## src/rtl/console_uart_tx_if.sv

```systemverilog
// Native memory-bus bundle between the core store path and the console peripheral.
// Latency: none, wires only.
// Backpressure: the slave holds mem_ready low to stall. The master holds mem_valid until it sees mem_ready.
// Signals: mem_valid/mem_addr/mem_wdata/mem_wstrb (master->slave), mem_ready/mem_rdata (slave->master)
interface console_uart_tx_if;
    logic        mem_valid;
    logic [31:0] mem_addr;
    logic [31:0] mem_wdata;
    logic [3:0]  mem_wstrb;
    logic        mem_ready;
    logic [31:0] mem_rdata;

    modport master (
        output mem_valid, mem_addr, mem_wdata, mem_wstrb,
        input  mem_ready, mem_rdata
    );

    modport slave (
        input  mem_valid, mem_addr, mem_wdata, mem_wstrb,
        output mem_ready, mem_rdata
    );
endinterface

```

## src/rtl/console_uart_tx.sv

```systemverilog
// Console output peripheral: firmware bytes are buffered in a FIFO and serialised as 8N1 UART frames.
// Latency: mem_ready arrives 1 cycle after a hit. The start bit begins 1 cycle after the push when idle.
// Backpressure: a DATA push while the FIFO is full is stalled (mem_ready held low) until an entry drains.
// Ports: clk, resetn (sync, active-low), bus (slave modport: mem_valid/addr/wdata/wstrb -> mem_ready/rdata),
//        uart_tx (idle high), tx_busy (shifter active or FIFO non-empty)
module console_uart_tx #(
    parameter logic [31:0] ADDR_BASE    = 32'h1000_0000,
    parameter int          FIFO_DEPTH   = 16,
    parameter int          CLKS_PER_BIT = 16
) (
    input  logic                  clk,
    input  logic                  resetn,
    console_uart_tx_if.slave      bus,
    output logic                  uart_tx,
    output logic                  tx_busy
);
    localparam int PW = $clog2(FIFO_DEPTH);
    localparam int CW = PW + 1;
    localparam int BW = (CLKS_PER_BIT > 2) ? $clog2(CLKS_PER_BIT) : 1;
    localparam logic [CW-1:0] DEPTH_C   = CW'(FIFO_DEPTH);
    localparam logic [BW-1:0] BAUD_LAST = BW'(CLKS_PER_BIT - 1);

    typedef enum logic [1:0] {S_IDLE, S_START, S_DATA, S_STOP} state_t;

    // ---------------- bus decode / handshake ----------------
    logic          hit, is_status, is_write, push_req, accept, push, pop;
    logic          ack_q, full, empty;
    logic [CW-1:0] count_q, count_d;
    logic [31:0]   status_word;
    state_t        state_q, state_d;

    assign hit       = bus.mem_valid && (bus.mem_addr[31:3] == ADDR_BASE[31:3]);
    assign is_status = bus.mem_addr[2];
    assign is_write  = |bus.mem_wstrb;
    assign push_req  = hit && !is_status && bus.mem_wstrb[0];
    assign full      = (count_q == DEPTH_C);
    assign empty     = (count_q == '0);
    // A full FIFO stalls only real pushes; everything else is acknowledged at once.
    assign accept    = hit && !ack_q && !(push_req && full);
    assign push      = accept && push_req;

    assign status_word = {16'h0000, 8'(count_q), 5'b00000, (state_q != S_IDLE), empty, full};

    always_ff @(posedge clk) begin
        if (!resetn) begin
            bus.mem_ready <= 1'b0;
            bus.mem_rdata <= 32'h0;
            ack_q         <= 1'b0;
        end else begin
            bus.mem_ready <= accept;
            bus.mem_rdata <= (accept && !is_write && is_status) ? status_word : 32'h0;
            // Remember the accepted request until the master drops mem_valid, so it is acked exactly once.
            if (accept)
                ack_q <= 1'b1;
            else if (!bus.mem_valid)
                ack_q <= 1'b0;
        end
    end

    // ---------------- byte FIFO ----------------
    logic [7:0]    fifo_mem [FIFO_DEPTH];
    logic [PW-1:0] wr_ptr_q, rd_ptr_q;
    logic [7:0]    head;

    assign head = fifo_mem[rd_ptr_q];

    always_comb begin
        count_d = count_q;
        if (push && !pop)
            count_d = count_q + 1'b1;
        else if (!push && pop)
            count_d = count_q - 1'b1;
    end

    always_ff @(posedge clk) begin
        if (push)
            fifo_mem[wr_ptr_q] <= bus.mem_wdata[7:0];
    end

    always_ff @(posedge clk) begin
        if (!resetn) begin
            wr_ptr_q <= '0;
            rd_ptr_q <= '0;
            count_q  <= '0;
        end else begin
            if (push) wr_ptr_q <= wr_ptr_q + 1'b1;
            if (pop)  rd_ptr_q <= rd_ptr_q + 1'b1;
            count_q <= count_d;
        end
    end

    // ---------------- TX serialiser ----------------
    logic [BW-1:0] baud_q, baud_d;
    logic [2:0]    bit_q, bit_d;
    logic [7:0]    shift_q, shift_d;
    logic          tx_q, tx_d, baud_end;

    assign baud_end = (baud_q == BAUD_LAST);

    always_comb begin
        state_d = state_q;
        baud_d  = baud_q;
        bit_d   = bit_q;
        shift_d = shift_q;
        tx_d    = tx_q;
        pop     = 1'b0;
        case (state_q)
            S_IDLE: begin
                tx_d   = 1'b1;
                baud_d = '0;
                if (!empty) begin
                    pop     = 1'b1;
                    shift_d = head;
                    state_d = S_START;
                    tx_d    = 1'b0;
                end
            end
            S_START: begin
                if (baud_end) begin
                    baud_d  = '0;
                    bit_d   = 3'd0;
                    state_d = S_DATA;
                    tx_d    = shift_q[0];
                end else begin
                    baud_d = baud_q + 1'b1;
                end
            end
            S_DATA: begin
                if (baud_end) begin
                    baud_d = '0;
                    if (bit_q == 3'd7) begin
                        state_d = S_STOP;
                        tx_d    = 1'b1;
                    end else begin
                        // Shift right so the next bit to send always sits at [1] before the shift.
                        bit_d   = bit_q + 3'd1;
                        tx_d    = shift_q[1];
                        shift_d = {1'b0, shift_q[7:1]};
                    end
                end else begin
                    baud_d = baud_q + 1'b1;
                end
            end
            S_STOP: begin
                if (baud_end) begin
                    baud_d = '0;
                    // Chain straight into the next start bit so queued bytes leave without idle gaps.
                    if (!empty) begin
                        pop     = 1'b1;
                        shift_d = head;
                        state_d = S_START;
                        tx_d    = 1'b0;
                    end else begin
                        state_d = S_IDLE;
                        tx_d    = 1'b1;
                    end
                end else begin
                    baud_d = baud_q + 1'b1;
                end
            end
            default: begin
                state_d = S_IDLE;
                tx_d    = 1'b1;
            end
        endcase
    end

    always_ff @(posedge clk) begin
        if (!resetn) begin
            state_q <= S_IDLE;
            baud_q  <= '0;
            bit_q   <= 3'd0;
            shift_q <= 8'h00;
            tx_q    <= 1'b1;
            tx_busy <= 1'b0;
        end else begin
            state_q <= state_d;
            baud_q  <= baud_d;
            bit_q   <= bit_d;
            shift_q <= shift_d;
            tx_q    <= tx_d;
            tx_busy <= (state_d != S_IDLE) || (count_d != '0);
        end
    end

    assign uart_tx = tx_q;

    // Only byte lane 0 carries data and the window is word addressed.
    logic unused_ok;
    assign unused_ok = &{1'b0, bus.mem_addr[1:0], bus.mem_wdata[31:8]};
endmodule

```

## src/flat_wrapper.sv

```systemverilog
// flat-port wrapper written by rule: the top's interface ports become plain ports
module console_uart_tx_flat 
#(
    parameter logic [31:0] ADDR_BASE    = 32'h1000_0000,
    parameter int          FIFO_DEPTH   = 16,
    parameter int          CLKS_PER_BIT = 16
)
  (clk, resetn, uart_tx, tx_busy, bus_mem_valid, bus_mem_addr, bus_mem_wdata, bus_mem_wstrb, bus_mem_ready, bus_mem_rdata);
  console_uart_tx_if bus_i ();
  input  logic clk;
  input  logic resetn;
  output logic uart_tx;
  output logic tx_busy;
  input wire logic [$bits(bus_i.mem_valid)-1:0] bus_mem_valid;
  input wire logic [$bits(bus_i.mem_addr)-1:0] bus_mem_addr;
  input wire logic [$bits(bus_i.mem_wdata)-1:0] bus_mem_wdata;
  input wire logic [$bits(bus_i.mem_wstrb)-1:0] bus_mem_wstrb;
  output wire logic [$bits(bus_i.mem_ready)-1:0] bus_mem_ready;
  output wire logic [$bits(bus_i.mem_rdata)-1:0] bus_mem_rdata;
  assign bus_i.mem_valid = bus_mem_valid;
  assign bus_i.mem_addr = bus_mem_addr;
  assign bus_i.mem_wdata = bus_mem_wdata;
  assign bus_i.mem_wstrb = bus_mem_wstrb;
  assign bus_mem_ready = bus_i.mem_ready;
  assign bus_mem_rdata = bus_i.mem_rdata;
  console_uart_tx #(.ADDR_BASE(ADDR_BASE), .FIFO_DEPTH(FIFO_DEPTH), .CLKS_PER_BIT(CLKS_PER_BIT)) u_core (.clk(clk), .resetn(resetn), .bus(bus_i), .uart_tx(uart_tx), .tx_busy(tx_busy));
endmodule
```

## config.mk

```make
export PLATFORM = sky130hd
export DESIGN_NAME = console_uart_tx_flat
export DESIGN_NICKNAME = d
export VERILOG_FILES = /design/src/rtl/console_uart_tx_if.sv /design/src/rtl/console_uart_tx.sv /design/src/flat_wrapper.sv
export SDC_FILE = /design/constraint.sdc
export NUM_CORES = 1
export LEC_CHECK = 0
export CORE_ASPECT_RATIO = 2
export CORE_MARGIN = 1
export CORE_UTILIZATION = 45
export CTS_CLUSTER_SIZE = 8
export DETAILED_ROUTE_END_ITERATION = 12
export PLACE_DENSITY = 0.7
export SYNTH_ARGS = -nofsm -noshare
export SYNTH_HDL_FRONTEND = slang
export SYNTH_SLANG_ARGS = --single-unit
```

## constraint.sdc

```tcl
create_clock -name clk -period 3.4 [get_ports clk]
set_input_delay 0.34 -clock clk [delete_from_list [all_inputs] [get_ports clk]]
set_output_delay 0.34 -clock clk [all_outputs]
set_load 0.02 [all_outputs]
```

## Yosys cells after proc, flatten, opt, wreduce, memory -nomap -nowiden

Memory sizes are Yosys's and may differ from the RTL's. A register that Yosys moved wholly into a read port is not among the register bits.
Cells that the tools add are included.
Widths: inputs -> output; s select.

- Register bits: 66
- Bits in writable memories: 128
- Output and inout port bits: 35
- Word-level logic and storage cells: 98
- Memories: 1

Memories:

| memory | words | bits a word | read ports | clocked after memory_dff | write ports | line | source |
|---|---|---|---|---|---|---|---|
| u_core.fifo_mem | 16 | 8 | 1 | 1 | 1 | console_uart_tx.sv:61 | `logic [7:0] fifo_mem [FIFO_DEPTH];` |

- Add/sub/neg operators: 6
- Eq/ne operators: 12
- Multiplexer cells: 35
- Reduce and logical (&&, ||, !) cells: 31

Operators with widths:

| operator | count |
|---|---|
| $mux 8 | 4 |
| $eq 29x26->1 const B | 1 |
| $pmux 8 s3 | 1 |
| $add 4x1->4 const B | 3 |
| $mux 1 | 12 |
| $mux 4 | 3 |
| $logic_and 1x1->1 | 11 |
| $mux 2 | 5 |
| $mux 5 | 2 |
| $mux 3 | 3 |
| $ne 2x1->1 const B | 4 |
| $pmux 2 s4 | 1 |
| $pmux 4 s2 | 1 |
| $reduce_and 4->1 | 2 |
| $logic_not 1->1 | 6 |
| $pmux 3 s2 | 1 |
| $reduce_bool 2->1 | 3 |
| $add 5x1->5 const B | 1 |
| $eq 5x5->1 const B | 1 |
| $logic_not 5->1 | 1 |
| $reduce_bool 5->1 | 1 |
| $sub 5x1->5 const B | 1 |
| $eq 2x2->1 const B | 2 |
| $eq 4x4->1 const B | 1 |
| other kinds (13) | 13 |

## Depth between registers and ports, before layout

Gate-level depths: netlist (run 1).

- Depth in word-level cells: 14
- Gate-level depth with buffers: 9
- Depth with buffers taken out: 8

## Worst setup path after synthesis (run 1)

Ideal clock, no wire load.

- Path type: reg-to-reg
- Start: register u_core.count_q[0]
- End: memory u_core.fifo_mem[3][0] (enable)
- Setup time: 0.383 ns
- Arrival: 2.179 ns
- Required time: 3.017 ns
- Setup slack: 0.838 ns
- Cell stages (with the launch flop): 9
- Period minus slack after synthesis: 2.562 ns
- Cells stage by stage: dfxtp_1 inv_1 ha_1 nand4bb_1 nand2_1 nor3_2 buf_2 nand2_1 nor3_1

- Word-level cells in the longest chain between the ends: 7

Ends and longest elaborated chain:

| what | line | source |
|---|---|---|
| start, declared | console_uart_tx.sv:28 | `logic [CW-1:0] count_q, count_d;` |
| start signal, assigned | console_uart_tx.sv:88 | `count_q <= count_d;` |
| $eq 5x5->1 | console_uart_tx.sv:36 | `assign full = (count_q == DEPTH_C);` |
| $logic_and 1x1->1 | console_uart_tx.sv:39 | `assign accept = hit && !ack_q && !(push_req && full);` |
| $logic_not 1->1 | console_uart_tx.sv:39 |  |
| $logic_and 1x1->1 | console_uart_tx.sv:39 |  |
| $logic_and 1x1->1 | console_uart_tx.sv:40 | `assign push = accept && push_req;` |
| $mux 1 | console_uart_tx.sv:76 | `if (push)` |
| $mux 1 (not written as such) | console_uart_tx.sv:77 | `fifo_mem[wr_ptr_q] <= bus.mem_wdata[7:0];` |
| end, declared | console_uart_tx.sv:61 |  |

No other way between the ends.

## Worst setup path after layout (run 1)

- Start: register u_core.count_q[0]
- End: register u_core.tx_busy

- Word-level cells in the longest chain between the ends: 11

Ends and longest elaborated chain:

| what | line | source |
|---|---|---|
| parallel branches: the longest is 10 deep, another holds $logic_not 5->1 | -- |  |
| $logic_or 1x1->1 (*) | console_uart_tx.sv:182 | `tx_busy <= (state_d != S_IDLE) \|\| (count_d != '0);` |
| end signal, assigned | console_uart_tx.sv:182 |  |
| end, declared | console_uart_tx.sv:15 | `output logic tx_busy` |

Every way passes the cells marked *.
A chain may end at the register's enable or synchronous reset.

==> impl_metrics.yaml, run 1 <==
status:
  status: "complete, no violations"
pwr:
  total_leakage_power_nw: 2.877
  pwr-share-comb_pct: 22.8
  power_w: 0.005724
  internal_power_w: 0.004134
  p_sw_w: 0.001590
  irDropWorstVdd_v: 0.0003371
  power_frac_clock_pct: 32.6
  p_seq_share_pct: 44.7
  p_per_area_mw_per_mm2: 662.9
  p_sw_share_pct: 27.77
global_routing:
  first_global_vias: 4305
  antenna_found_initial: 0
  grt-ovfl-total: 0
  grt_use_total_pct: 18.83
  grt_pass1_wl_um: 22810
  grt_max_degree: 27
synthesis:
  synth_top_area_share_pct: 53.21
  netlist_area_mm2: 0.007223
  syn_inst: 456
  ys_ff_latch: 174
  yosys_warnings: 0
  ys_types: 50
  synth_ff_type: "edfxtp_1"
  yosys-top-cells-area: "edfxtp_1 53%, dfxtp_1 13%, mux4_2 12%"
  synth-edff-count: 128
  yosysTopAreaCell: "edfxtp_1"
  synth_seq_area_share_pct: 65.96
  avgSynthCellArea_um2: 15.84
  ys_async_sr_fraction_pct: 0
clocking:
  clockBufferDepth: 2
  post_cts_resized: 0
  post-cts-setup-buffers: 0
  cts_tree: "built"
  clk_pin_slew_ns: 0.07
  cts_buffers: 17
  clock_latency_ns: 0.42
  cts.sinks: 174
  htreeDepth: 4
  root_buffer: "clkbuf_16"
  ctsHoldBuffers: 0
floorplanning:
  die_width_um: 91.59
  die_h_um: 181.2
  placementRows: 65
  core_area_mm2: 0.01570
  start_util_pct: 46.02
  die-area_mm2: 0.01659
  ios: 106
placed_design:
  place_ws_ns: 0.2814
  portBuffers: 55
  hpwl_um: 10620
  finalWeightedCongestion: 0.7882
worst_hold_path:
  hold_path.class: "flip-flop to flip-flop"
setup_path:
  crit_path_max_fanout: 8
  max_stage_delay_ns: 0.52
  cp-end-kind: "flip-flop"
  slowest_stage: "or4_4"
  crit_family: "simple AND/OR/NAND/NOR gates"
  cp_data_arrival_time_ns: 3.03
  worstSetupPathType: "flip-flop to flip-flop"
  cp_num_buf_inv: 1
  crit_chain: "inv_1 > ha_1 > nor4b_4 > nor3_2 > or4_4 > o32a_1 > a2111oi_2 > a41oi_1"
  cp-start-kind: "flip-flop"
  worstPathRequired_ns: 3.68
timing:
  min_period_ns: 2.755
  finClkSkew_ns: 0.01167
  worst_slack_ns: 0.6446
  hold_slack_ns: 0.4517
  setup_viol: 0
  slew_headroom_pct: 41.87
  rsz0062_at_grt: "false"
  timing_hold_violations_final: 0
  slew_violations: 0
  worst_pin_slew_ns: 0.8687
  fmax_mhz: 362.9
  period_share_pct: 81.04
  setup_tns_ns: 0
cells_and_area:
  area_delta_synth_final_pct: 19.54
  antenna_cells: 0
  layout_common_cells: "128 x edfxtp_1, 55 x clkdlybuf4s50_1, 46 x nor2_1"
  layout-drive-gt1-share_pct: 18.76
  final_core_utilization_pct: 55.01
  final_common_cell: "edfxtp_1"
  finalNetCount: 623
route:
  drcViolationCount: 0
  drtIter0Drc: 202
  viasPerCell: 5.407
  dr.pass1.iters: 4
  vias: 4055
  finalWirelength_um: 14570
  post_drt_wl_per_cell_um: 19.43
  ant_nets: 0
job:
  maxCapViolCount: 0
[power by group through the flow]
stage / sequential [W] / clock (W) / combinational, W
2_1_floorplan: 0.00251 / 0 / 0.00107
3_3_place_gp: 0.00260 / 0 / 0.00125
3_5_place_dp: 0.00261 / 0 / 0.00130
4_1_cts: 0.00256 / 0.00189 / 0.00131
5_1_grt: 0.00258 / 0.00198 / 0.00141
6_report: 0.00256 / 0.00186 / 0.00130
[final timing paths]
check                          from  slack (ns)          endpoint  depth (start not counted)
setup reg to reg  u_core.count_q[0]        0.64    u_core.tx_busy                          8
hold / removal     u_core.baud_q[0]        0.45  u_core.baud_q[0]                          1
hold reg to reg    u_core.baud_q[0]        0.45  u_core.baud_q[0]                          1
setup / recovery  u_core.count_q[0]        0.64    u_core.tx_busy                          8
[cells by family (layout without fill, tap and decap cells)]
kind of cell	after synthesis	after routing	synth area share (%)
muxes	50	50	13.86
AOI/OAI and AO/OA	38	38	3.620
buffers and inverters	52	122	4.140
and+or+nand+nor	112	112	8.003
other	1	24	0.05192
adders and majority gates	17	17	2.910
DFF	174	174	65.96
xor gates and xnor gates	12	12	1.455
[flip-flops by register name, summed over array words and instances, names as in the netlist, 2 cells and up, named ones only]
name and cells:
u_core.baud_q 4, u_core.bit_q 3, u_core.fifo_mem 128, u_core.shift_q 8, u_core.rd_ptr_q 4, u_core.bus.mem_rdata 8, u_core.count_q 5, u_core.wr_ptr_q 4
u_core.state_q 2
[cell type report]
cell class              instances  area (µm²)
clock inverters                11       86.33
inverters                       9       33.78
flip-flops and latches        174        4766
well taps                     201       251.5
multi-input cells             253        2246
clock buffers                  21       493.0
repair buffers                 81       758.2
fillers                      1239        7062
[per-layer routing]
| metal | track usage [%] | routed length (µm) | vias up | part of all wire [%] |
|---|---|---|---|---|
| met5 | 0 | 0 | - | 0 |
| met4 | 9.778 | 560 | 0 | 3.8 |
| met3 | 4.293 | 598 | 33 | 4.1 |
| met2 | 36.99 | 8649 | 128 | 59 |
| met1 | 17.26 | 4765 | 2032 | 33 |
| li1 | - | - | 1862 | - |
[through the flow]
stage          cell area (µm²)  std cells
2_1_floorplan             7310        479
5_1_grt                   8635        750
3_5_place_dp              8055        718
4_1_cts                   8635        750
3_3_place_gp              8055        718
6_report                  8635        750
[synth_stat cells, types with 4 or more instances]
cell type  number
a211oi_1        9
a21oi_1        11
and2_1          4
buf_1           5
buf_2           5
buf_4          24
clkbuf_1        8
dfxtp_1        46
edfxtp_1      128
ha_1           16
inv_1           8
mux2i_1        10
mux4_2         40
nand2_1        15
nand3_1         6
nand4_1         8
nor2_1         46
nor3_1          7
nor4_1          7
o21ai_0         5
xnor2_1         7
xor2_1          5
No activity file was read; power rests on OpenSTA's default activity.
==> run 2: changes to the inputs <==
Clock period 3.4 ns to 2.7 ns, I/O delays scaled along.
==> run 2 against run 1 <==
Sequential share of layout area decreased by 0.61 points. Non-clock buffer count is 11 higher. First-iteration DRC count shrank 23%. Utilization is 0.61 points higher. Clock skew is 0.0032 ns lower. Cell count grew 1.5%. Worst hold slack better by 0.011 ns. Critical path type unchanged. Critical endpoint unchanged. Largest power group unchanged.
==> impl_metrics.yaml, run 2 (same netlist as run 1, synthesis figures left out) <==
pwr:
  total_leakage_power_nw: 2.930
  internal_power_w: 0.005293
  irDropWorstVdd_v: 0.0003875
  p_per_area_mw_per_mm2: 842.5
  power_frac_clock_pct: 32.8
  pwr-share-comb_pct: 24.6
  p_sw_share_pct: 28.04
  p_sw_w: 0.002063
  p_seq_share_pct: 42.6
timing:
  slew_headroom_pct: 64.27
  rsz0062_at_grt: "false"
  setup_tns_ns: 0
  min_period_ns: 2.523
  worst_pin_slew_ns: 0.5343
  fmax_mhz: 396.3
  finClkSkew_ns: 0.008503
  timing_hold_violations_final: 0
  period_share_pct: 93.46
  setup_viol: 0
  slew_violations: 0
status:
  status: "complete, no violations"
setup_path:
  crit_chain: "inv_1 > ha_1 > nor4b_4 > nor3_2 > or4_4 > o32a_1 > a2111oi_2 > a41oi_1"
  worstPathRequired_ns: 2.98
  r2r_end: "u_core.tx_busy"
  worstSetupPathType: "flip-flop to flip-flop"
  crit_start: "u_core.count_q[1]"
  max_stage_delay_ns: 0.50
  ff2ff_setup_slack_ns: 0.18
  slowest_stage: "or4_4"
  cp-start-kind: "flip-flop"
  cp-end-kind: "flip-flop"
  r2r-start: "u_core.count_q[1]"
  r2r_cells: 8
  cp_data_arrival_time_ns: 2.80
  crit_path_max_fanout: 5
cells_and_area:
  layout-drive-gt1-share_pct: 21.07
  final_common_cell: "edfxtp_1"
  area_delta_synth_final_pct: 20.87
  finalInstanceArea_mm2: 0.008731
  largest_register_ffs: 128
  finalNetCount: 634
  final_core_utilization_pct: 55.62
  fin_cells: 761
  antenna_cells: 0
  regMostFlops: "u_core.fifo_mem"
  reg_top3: "u_core.fifo_mem (128), u_core.bus.mem_rdata (8), u_core.shift_q (8)"
  layout_common_cells: "128 x edfxtp_1, 55 x clkdlybuf4s50_1, 46 x nor2_1"
worst_hold_path:
  hold_path.class: "flip-flop to flip-flop"
  whs_path_depth: 1
  whs_endpoint: "u_core.baud_q[0]"
  worst_hold_startpoint: "u_core.baud_q[0]"
global_routing:
  grt_use_total_pct: 19.09
  grt-ovfl-total: 0
  grt_pass1_wl_um: 23100
  grt_max_degree: 27
  first_global_vias: 4413
  antenna_found_initial: 0
clocking:
  root_buffer: "clkbuf_16"
  clk_pin_slew_ns: 0.06
  htreeDepth: 4
  clockBufferDepth: 2
  clock_latency_ns: 0.42
  cts_tree: "built"
  cts_buffers: 17
  cts.sinks: 174
route:
  ant_nets: 0
  vias: 4072
  drcViolationCount: 0
  viasPerCell: 5.351
  post_drt_wl_per_cell_um: 19.20
  finalWirelength_um: 14610
  drtIter0Drc: 155
  dr.pass1.iters: 4
floorplanning:
  core_area_mm2: 0.01570
  die_width_um: 91.59
  start_util_pct: 46.02
  die-area_mm2: 0.01659
  ios: 106
  placementRows: 65
  die_h_um: 181.2
placed_design:
  hpwl_um: 10730
  place_area_mm2: 0.008118
  portBuffers: 55
  post-place-cells: 728
  finalWeightedCongestion: 0.8321
job:
  maxCapViolCount: 0
-- run 2: cell types whose count changed in the layout (fill, tap and decap cells not counted) --
cell	previous run	this run
a41oi_1	2	1
a41oi_2	0	1
buf_12	1	0
buf_4	25	37
clkinv_2	5	2
clkinv_4	1	2
inv_1	10	8
inv_4	1	4
inv_6	1	2
or3_1	1	0
or3_4	0	1
-- run 2: worst max-delay path by stage --
stage | end | slack [ns] | cells past startpoint
detailed placement | u_core.fifo_mem[3][6] | -0.16 | 9
CTS | u_core.tx_busy | 0.06 | 8
global placement | u_core.fifo_mem[3][6] | 0.01 | 9
finish | u_core.tx_busy | 0.18 | 8
floorplan | u_core.fifo_mem[3][0] | 0.14 | 8
global route | u_core.tx_busy | 0.04 | 8
-- run 2: worst max-delay path, delay by kind of cell, from the launching register on --
family                   cells  cell delay, ns
AND/OR/NAND/NOR              3            0.90
buffers and inverters        1            0.12
AO/OA/AOI/OAI                3            0.80
adder cells (fa/ha/maj)      1            0.22
flip-flops                   1            0.35
-- run 2: metrics by stage --
step	hold slack, ns	setup slack [ns]	power [W]
floorplan	0.3689	0.1377	0.004503
global placement	0.4244	0.01142	0.004899
detailed placement	0.4511	-0.1579	0.004968
CTS	0.4621	0.06381	0.007382
global route	0.4865	0.04249	0.007696
finish	0.4628	0.1766	0.007355
-- run 2: final cells by class --
cell class              count  area, µm²
multi-input cells         253       2258
well taps                 201      251.5
clock buffers              21      493.0
fillers                  1221       6965
flip-flops and latches    174       4766
clock inverters            11      100.1
repair buffers             92      828.3
inverters                   9      33.78
-- run 2: layer usage --
| layer | GRT usage [%] | vias to the layer above | share of wire [%] |
|---|---|---|---|
| met5 | 0 | - | 0 |
| met4 | 9.016 | 0 | 2.7 |
| met3 | 3.914 | 24 | 3.3 |
| met2 | 38.14 | 99 | 61 |
| met1 | 17.60 | 2053 | 33 |
| li1 | - | 1896 | - |
-- run 2: power by group through the flow --
stage	registers [W]	clock network (W)	logic [W]
2_1_floorplan	0.00316	0	0.00134
3_3_place_gp	0.00319	0	0.00171
3_5_place_dp	0.00319	0	0.00178
4_1_cts	0.00313	0.00245	0.00179
5_1_grt	0.00315	0.00257	0.00198
6_report	0.00313	0.00241	0.00181
-- run 2: timing repair --
item / 4_1_cts / 5_1_grt
setup buffers: 0 / 1
resized for setup: 0 / 2
hold buffers: 0 / 0
endpoints found under the setup margin: 0 / 1
endpoints found under the hold margin: 0 / 0
==> run 3: changes to the inputs <==
Settings changed: PLACE_DENSITY 0.7 to 0.68, SLEW_MARGIN set to 20.
==> run 3 against run 2 <==
Total power up 1.9%. Via count about the same. Sequential cell count stayed put. First-iteration DRC count shrank 14%. Clock-buffer cell count down 1. Register-to-register slack worse by 0.04 ns. Combinational power grew 3%. Cell area is 0.33% higher. Setup slack got worse by 0.045 ns. Utilization increased by 0.18 points. Critical path type unchanged.
==> impl_metrics.yaml, run 3 (same netlist as run 1, synthesis figures left out) <==
setup_path:
  ff2ff_setup_slack_ns: 0.13
  worstPathRequired_ns: 2.97
  crit_family: "compound AO/OA/AOI/OAI gates"
  cp-start-kind: "flip-flop"
  worstSetupPathType: "flip-flop to flip-flop"
  cp-end-kind: "flip-flop"
  crit_path_max_fanout: 4
  cp_num_buf_inv: 1
  cp_data_arrival_time_ns: 2.84
  crit_chain: "inv_1 > ha_1 > a41oi_2 > nor3_2 > or4_4 > o32a_1 > a2111oi_4 > a41oi_1"
  max_stage_delay_ns: 0.50
  slowest_stage: "or4_4"
route:
  ant_nets: 0
  drtIter0Drc: 133
  dr.pass1.iters: 4
  viasPerCell: 5.355
  vias: 4075
  post_drt_wl_per_cell_um: 19.55
  finalWirelength_um: 14880
  drcViolationCount: 0
pwr:
  internal_power_w: 0.005382
  total_leakage_power_nw: 2.914
  pwr-share-comb_pct: 25.0
  irDropWorstVdd_v: 0.0005072
  p_per_area_mw_per_mm2: 855.2
  p_seq_share_pct: 42.1
  p_sw_share_pct: 28.17
  power_frac_clock_pct: 32.9
  p_sw_w: 0.002110
  power_w: 0.007492
cells_and_area:
  final_core_utilization_pct: 55.81
  reg_top3: "u_core.fifo_mem (128), u_core.bus.mem_rdata (8), u_core.shift_q (8)"
  largest_register_ffs: 128
  regMostFlops: "u_core.fifo_mem"
  area_delta_synth_final_pct: 21.27
  final_common_cell: "edfxtp_1"
  antenna_cells: 0
  finalInstanceArea_mm2: 0.008760
  layout_common_cells: "128 x edfxtp_1, 55 x clkdlybuf4s50_1, 46 x nor2_1"
  finalNetCount: 634
  layout-drive-gt1-share_pct: 20.54
timing:
  worst_pin_slew_ns: 0.8285
  finClkSkew_ns: 0.01217
  slew_violations: 0
  fmax_mhz: 389.4
  period_share_pct: 95.12
  setup_viol: 0
  timing_hold_violations_final: 0
  slew_headroom_pct: 44.77
  worst_slack_ns: 0.1319
  min_period_ns: 2.568
clocking:
  cts_buffers: 17
  clk_pin_slew_ns: 0.07
  cts.sinks: 174
  clock_latency_ns: 0.43
  htreeDepth: 4
  clockBufferDepth: 2
  ctsHoldBuffers: 0
  cts_tree: "built"
  root_buffer: "clkbuf_16"
placed_design:
  portBuffers: 55
  finalWeightedCongestion: 0.8139
  hpwl_um: 10660
  place_area_mm2: 0.008130
  place_ws_ns: -0.06505
global_routing:
  grt-ovfl-total: 0
  grt_pass1_wl_um: 22710
  first_global_vias: 4429
  grt_max_degree: 27
  grt_use_total_pct: 18.99
  antenna_found_initial: 0
floorplanning:
  die_width_um: 91.59
  start_util_pct: 46.02
  die-area_mm2: 0.01659
  ios: 106
  placementRows: 65
  core_area_mm2: 0.01570
  die_h_um: 181.2
job:
  maxCapViolCount: 0
worst_hold_path:
  hold_path.class: "flip-flop to flip-flop"
status:
  status: "complete, no violations"
-- run 3: per-stage QoR --
stage | hold WS (ns) | std cells | setup TNS (ns)
3_5_place_dp | 0.4445 | 728 | -0.6659
4_1_cts | 0.4546 | 760 | 0
6_report | 0.4490 | 761 | 0
3_3_place_gp | 0.4257 | 728 | -0.2325
5_1_grt | 0.4762 | 761 | -0.02708
2_1_floorplan | 0.3689 | 479 | 0
-- run 3: worst paths after layout --
| kind | start | end | depth (start not counted) |
|---|---|---|---|
| max | u_core.state_q[0] | u_core.tx_busy | 8 |
| min | u_core.baud_q[0] | u_core.baud_q[0] | 1 |
| max reg2reg | u_core.state_q[0] | u_core.tx_busy | 8 |
| min reg2reg | u_core.baud_q[0] | u_core.baud_q[0] | 1 |
-- run 3: repair_timing --
item,CTS,global route
setup endpoints to repair,0,1
endpoints found under the hold margin,0,0
gates resized for setup,0,3
buffers inserted,0,1
-- run 3: worst register-to-register path: stages (launching register included) --
cell and delay, ns:
dfxtp_1 0.39, inv_1 0.10, ha_1 0.26, a41oi_2 0.28
nor3_2 0.08, or4_4 0.50, o32a_1 0.24, a2111oi_4 0.37
a41oi_1 0.19
-- run 3: power by group through the flow --
| stage | Sequential (W) | Combinational (W) | Clock, W |
|---|---|---|---|
| CTS | 0.00316 | 0.00180 | 0.00252 |
| global placement | 0.00320 | 0.00174 | 0 |
| detailed placement | 0.00321 | 0.00179 | 0 |
| global route | 0.00317 | 0.00204 | 0.00262 |
| finish | 0.00315 | 0.00187 | 0.00247 |
| floorplan | 0.00316 | 0.00134 | 0 |
-- run 3: cell type report --
cell class,instances,area (µm²)
Clock inverter,12,160.2
Inverter,9,33.78
Fill cell,1241,6937
Multi-Input combinational cell,253,2271
Tap cell,201,251.5
Sequential cell,174,4766
Timing Repair Buffer,92,840.8
Clock buffer,20,436.7
-- run 3: routing by layer --
metal / up-vias / share of wire [%] / global-route usage (%)
met5: - / 0 / 0
met4: 0 / 3.6 / 10.73
met3: 34 / 3.7 / 4.125
met2: 112 / 60 / 37.62
met1: 2034 / 33 / 16.85
li1: 1895 / - / -
